`src/rtl/fwd_select.sv`:
```
// Operand forwarding selector.
// Keeps a short history of recent producer results and picks the youngest
// matching value for an operand request. If nothing matches, the register-file
// value is used. The selected operand and its source tag are registered.
module fwd_select #(
    parameter int WIDTH = 32,
    parameter int AW    = 5,
    parameter int DEPTH = 3
) (
    input  logic             clk_i,
    input  logic             rst_i,
    input  logic             stall_i,
    input  logic             flush_i,
    input  logic             wr_valid_i,
    input  logic [AW-1:0]    wr_addr_i,
    input  logic [WIDTH-1:0] wr_data_i,
    input  logic             rd_valid_i,
    input  logic [AW-1:0]    rd_addr_i,
    input  logic [WIDTH-1:0] rd_data_i,
    output logic [WIDTH-1:0] data_o,
    output logic             valid_o,
    output logic             hit_o,
    output logic [3:0]       src_o
);

    // Entry 0 holds the youngest result.
    logic [DEPTH-1:0] hist_valid;
    logic [AW-1:0]    hist_addr [DEPTH];
    logic [WIDTH-1:0] hist_data [DEPTH];

    logic [WIDTH-1:0] sel_data;
    logic             sel_hit;
    logic [3:0]       sel_src;

    // Pick the youngest matching source. Scan oldest to youngest so that the
    // youngest match is the last assignment; the same-cycle write is checked
    // last of all. Register 0 is hardwired and never forwarded.
    always_comb begin
        sel_data = rd_data_i;
        sel_hit  = 1'b0;
        sel_src  = 4'd0;
        if (rd_addr_i != '0) begin
            for (int k = DEPTH - 1; k >= 0; k--) begin
                if (hist_valid[k] && (hist_addr[k] == rd_addr_i)) begin
                    sel_data = hist_data[k];
                    sel_hit  = 1'b1;
                    sel_src  = 4'(k + 2);
                end
            end
            if (wr_valid_i && (wr_addr_i == rd_addr_i)) begin
                sel_data = wr_data_i;
                sel_hit  = 1'b1;
                sel_src  = 4'd1;
            end
        end
    end

    // History shift buffer: reset and flush clear valids, stall holds,
    // otherwise shift in the current write (an invalid bubble if none).
    always_ff @(posedge clk_i) begin
        if (rst_i) begin
            hist_valid <= '0;
        end else if (flush_i) begin
            hist_valid <= '0;
        end else if (!stall_i) begin
            for (int k = DEPTH - 1; k > 0; k--) begin
                hist_valid[k] <= hist_valid[k-1];
                hist_addr[k]  <= hist_addr[k-1];
                hist_data[k]  <= hist_data[k-1];
            end
            hist_valid[0] <= wr_valid_i;
            hist_addr[0]  <= wr_addr_i;
            hist_data[0]  <= wr_data_i;
        end
    end

    // Output registers: cleared by reset, frozen by a stall. A flush only
    // affects history, so outputs still capture the pre-flush selection.
    always_ff @(posedge clk_i) begin
        if (rst_i) begin
            data_o  <= '0;
            valid_o <= 1'b0;
            hit_o   <= 1'b0;
            src_o   <= 4'd0;
        end else if (!stall_i || flush_i) begin
            data_o  <= sel_data;
            valid_o <= rd_valid_i;
            hit_o   <= sel_hit;
            src_o   <= sel_src;
        end
    end

endmodule

```
`config.mk`:
```
export PLATFORM = sky130hd
export DESIGN_NAME = fwd_select
export DESIGN_NICKNAME = d
export VERILOG_FILES = /design/src/rtl/fwd_select.sv
export SDC_FILE = /design/constraint.sdc
export NUM_CORES = 1
export LEC_CHECK = 0
export BUFFER_PORTS_ARGS = -buffer_cell sky130_fd_sc_hd__buf_2
export CAP_MARGIN = 40
export CORE_UTILIZATION = 50
export CTS_BUF_LIST = sky130_fd_sc_hd__clkbuf_8
export DETAILED_ROUTE_END_ITERATION = 12
export GPL_TIMING_DRIVEN = 0
export PLACE_DENSITY_LB_ADDON = 0.12
export SLEW_MARGIN = 40
export SYNTH_ARGS = -nofsm -noshare
export SYNTH_HDL_FRONTEND = slang
export SYNTH_SLANG_ARGS = --single-unit
```
`constraint.sdc`:
```
create_clock -name clk_i -period 13 [get_ports clk_i]
set_input_delay 1.95 -clock clk_i [delete_from_list [all_inputs] [get_ports clk_i]]
set_output_delay 1.95 -clock clk_i [all_outputs]
set_load 0.03 [all_outputs]
```
==> metrics.txt <==
# TYPE chip_impl_metric gauge
chip_impl_info{name="cpLargestDelayFamily",value="buffers and inverters"} 1
chip_impl_metric{name="fin_skew",unit="ns"} 0.01288
chip_impl_info{name="critical-path-slowest-cell",value="nor3_2"} 1
chip_impl_metric{name="post-cts-setup-buffers",unit=""} 0
chip_impl_info{name="holdCritPathClass",value="reg -> reg"} 1
chip_impl_metric{name="layout-drive-gt1-share",unit="%"} 29.62
chip_impl_info{name="post-synth-top-count-cell",value="edfxtp_1"} 1
chip_impl_metric{name="postCtsResizedCells",unit=""} 0
chip_impl_metric{name="cts_made_buffers",unit=""} 17
chip_impl_metric{name="p_per_area",unit="mW/mm²"} 120.2
chip_impl_metric{name="grt-ovfl-total",unit=""} 0
chip_impl_metric{name="core_area",unit="mm²"} 0.01345
chip_impl_info{name="synth_area_leader_cell",value="edfxtp_1"} 1
chip_impl_metric{name="finalWirelength",unit="µm"} 19470
chip_impl_metric{name="timing.max_cap.violations",unit=""} 0
chip_impl_metric{name="cts_max_level",unit=""} 4
chip_impl_metric{name="n_diodes",unit=""} 0
chip_impl_metric{name="via_per_inst",unit=""} 6.226
chip_impl_metric{name="placed_cell_area",unit="mm²"} 0.007913
chip_impl_info{name="grt_setup_unrepaired",value="false"} 1
chip_impl_metric{name="post-place-ws",unit="ns"} 8.756
chip_impl_metric{name="clkSlewWorstSetupHoldPaths",unit="ns"} 0.08
chip_impl_metric{name="timing_worst_slew_pin_value",unit="ns"} 0.6710
chip_impl_info{name="yosys_most_used_dff",value="edfxtp_1"} 1
chip_impl_metric{name="count_of_standard_cell_rows",unit=""} 42
chip_impl_metric{name="mappedNetlistArea",unit="mm²"} 0.007029
chip_impl_metric{name="crit_arrival",unit="ns"} 3.94
chip_impl_metric{name="yosys.area.top_type_share",unit="%"} 47.42
chip_impl_metric{name="area.growth.synth_to_final",unit="%"} 17.62
chip_impl_metric{name="detailedRoute.firstIterationViolations",unit=""} 661
chip_impl_info{name="cp_common_cell",value="buf_4"} 1
chip_impl_info{name="cts-root-buf",value="clkbuf_8"} 1
chip_impl_info{name="crit_path_end_kind",value="register"} 1
chip_impl_metric{name="synth_enable_flop_cells",unit=""} 111
chip_impl_metric{name="clock_path_buffers",unit=""} 2
chip_impl_metric{name="cp_max_fo",unit=""} 10
chip_impl_metric{name="die-area",unit="mm²"} 0.01454
chip_impl_metric{name="route.vias.total",unit=""} 5678
chip_impl_metric{name="die_height",unit="µm"} 120.6
chip_impl_metric{name="worstPathRequired",unit="ns"} 13.17
chip_impl_metric{name="ios",unit=""} 118
chip_impl_info{name="cp-start-kind",value="input port"} 1
chip_impl_metric{name="initial_utilization",unit="%"} 52.25
chip_impl_metric{name="max_stage_delay",unit="ns"} 0.37
chip_impl_metric{name="synth_cell_type_count",unit=""} 47
chip_impl_metric{name="clkSinkCount",unit=""} 151
chip_impl_metric{name="finalHoldViolCount",unit=""} 0
chip_impl_metric{name="post_synth_inst_count",unit=""} 578
chip_impl_metric{name="grt_start_max_net_pins",unit=""} 17
chip_impl_info{name="tritoncts",value="built"} 1
chip_impl_metric{name="placed_cells",unit=""} 880
chip_impl_metric{name="cellLeakagePower",unit="µW"} 0.002867
chip_impl_metric{name="peakVddDrop",unit="V"} 0.00007926
chip_impl_metric{name="timing.final.crit_share",unit="%"} 29.04
chip_impl_metric{name="cts_stage_hold_buffer_count",unit=""} 0
chip_impl_metric{name="first_pass_iters",unit=""} 5
chip_impl_metric{name="grt_pass1_wl",unit="µm"} 30450
chip_impl_metric{name="drv_slew",unit=""} 0
chip_impl_metric{name="antenna_found_initial",unit=""} 0
chip_impl_metric{name="fin_crit",unit="ns"} 3.775
chip_impl_metric{name="ys_seq_area_share",unit="%"} 58.81
chip_impl_metric{name="power",unit="µW"} 993.8
chip_impl_metric{name="place_hpwl",unit="µm"} 13080
chip_impl_metric{name="setup_ws",unit="ns"} 9.225
chip_impl_metric{name="design_area",unit="mm²"} 0.008268
chip_impl_metric{name="floorplan.die.width",unit="µm"} 120.6
chip_impl_metric{name="worstPathBufferInverterCount",unit=""} 7
chip_impl_metric{name="grt_pass1_vias",unit=""} 5624
chip_impl_metric{name="drc_errors",unit=""} 0
chip_impl_metric{name="stdcell_count",unit=""} 912
chip_impl_metric{name="report.final.setup_viol",unit=""} 0
chip_impl_metric{name="ys_async_sr_fraction",unit="%"} 0
chip_impl_metric{name="route.detailed.wl_per_inst",unit="µm"} 21.35
chip_impl_metric{name="slew_headroom",unit="%"} 54.79
chip_impl_metric{name="maximum_achievable_frequency",unit="GHz"} 0.2649
chip_impl_metric{name="ys_seq_elements",unit=""} 151
chip_impl_metric{name="num-nets-final",unit=""} 803
chip_impl_info{name="timing_worst_setup_path_type",value="in -> reg"} 1
chip_impl_info{name="status",value="completed"} 1
chip_impl_metric{name="syn_avg_cell_area",unit="µm²"} 12.16
chip_impl_info{name="yosys-top-cells-area",value="edfxtp_1, dfxtp_1, o221ai_2"} 1
chip_impl_metric{name="antenna_violating_nets_post_route",unit=""} 0
chip_impl_metric{name="place_congestion",unit=""} 0.8149
chip_impl_info{name="ys_top_cells_by_count",value="edfxtp_1, nor2_1, dfxtp_1"} 1
chip_impl_metric{name="worst_skew_pair.late_latency",unit="ns"} 0.46
chip_impl_metric{name="synth_warnings",unit=""} 0
chip_impl_info{name="cp_cell_sequence",value="clkbuf_1 > clkbuf_1 > nor3_2 > buf_4 > buf_4 > buf_4 > buf_2 > buf_2"} 1
chip_impl_metric{name="port-buffer-count",unit=""} 109
chip_impl_metric{name="groute.usage.overall",unit="%"} 27.97
chip_impl_metric{name="postSynthNetCount",unit=""} 658
worst paths after layout:
kind	start	end	slack [ns]	cells after the start
setup / recovery	rst_i	hist_data[0][54]	9.23	8
hold / removal	hist_data[0][42]	hist_data[0][74]	0.45	0
setup reg to reg	hist_addr[0][10]	data_o[0]	10.63	7
hold reg to reg	hist_data[0][42]	hist_data[0][74]	0.45	0
cells in the final DEF (no fill, tap or decap), types with 3 or more instances in the layout:
cell type	Yosys	layout
edfxtp_1	111	111
buf_6	4	4
o221ai_1	27	27
xor2_1	5	5
o22ai_1	27	27
o21ai_0	3	3
clkbuf_8	0	18
nor3b_1	5	5
a21oi_1	37	37
o221ai_2	29	29
clkbuf_1	30	30
and4_1	3	3
buf_4	6	17
clkinv_2	0	6
clkinvlp_4	0	3
dfxtp_1	40	40
o31ai_1	6	6
a21boi_1	4	4
and2_1	4	4
nor2_1	64	64
a21boi_0	28	28
xnor2_1	14	14
nand3_1	27	27
a221oi_1	31	31
a22oi_1	5	5
nand2_1	9	9
and3_1	5	5
nor3_1	5	4
nand4_1	4	4
buf_2	16	131
buf_1	4	4
mux2i_1	3	3
metrics by stage:
step | TNS, ns | hold WS (ns) | utilization, %
after detailed placement | 0 | 0.4350 | 58.82
after floorplan | 0 | 0.4193 | -
after CTS | 0 | 0.4484 | 61.46
after global placement | -141.01 | 0.4258 | 57.94
final | 0 | 0.4506 | 61.46
after global routing | 0 | 0.4627 | 61.46
layer usage:
metal | track usage (%) | vias up | wire (µm)
li1 | - | 2589 | -
met1 | 37.46 | 2770 | 8317
met2 | 44.58 | 288 | 9211
met3 | 6.132 | 31 | 1577
met4 | 10.57 | 0 | 364
met5 | 0 | - | 0
area by class of cell:
| type | instances | area (µm²) |
|---|---|---|
| Fill cell | 1122 | 5185 |
| Timing Repair Buffer | 126 | 658.1 |
| Clock buffer | 18 | 247.7 |
| Clock inverter | 14 | 107.6 |
| Tap cell | 176 | 220.2 |
| Multi-Input combinational cell | 367 | 2603 |
| Sequential cell | 151 | 4134 |
| Buffer | 60 | 297.8 |
state kept, by name, indices dropped and copies added, names as in the netlist:
| name | cells |
|---|---|
| hist_data | 96 |
| hit_o | 1 |
| src_o | 3 |
| hist_addr | 15 |
| data_o | 32 |
| hist_valid | 3 |
| valid_o | 1 |
cell families (layout without fill, tap and decap cells):
| logic type | count (synthesis) | in the layout | synth area share (%) |
|---|---|---|---|
| AO/OA/AOI/OAI | 203 | 203 | 23.87 |
| flip-flops | 151 | 151 | 58.81 |
| AND/OR/NAND/NOR | 140 | 140 | 9.843 |
| buffers and inverters | 60 | 218 | 4.236 |
| XOR/XNOR | 20 | 20 | 2.759 |
| multiplexers | 3 | 3 | 0.4272 |
| other | 1 | 1 | 0.05335 |
power breakdown:
| group | internal, µW | total [µW] | leakage, µW | switching [µW] |
|---|---|---|---|---|
| combinational | 41.9 | 116 | 0.00133 | 73.8 |
| sequential | 533 | 542 | 0.00135 | 8.53 |
| clock | 153 | 336 | 0.000183 | 183 |
Power figures use the tool's default switching activity.
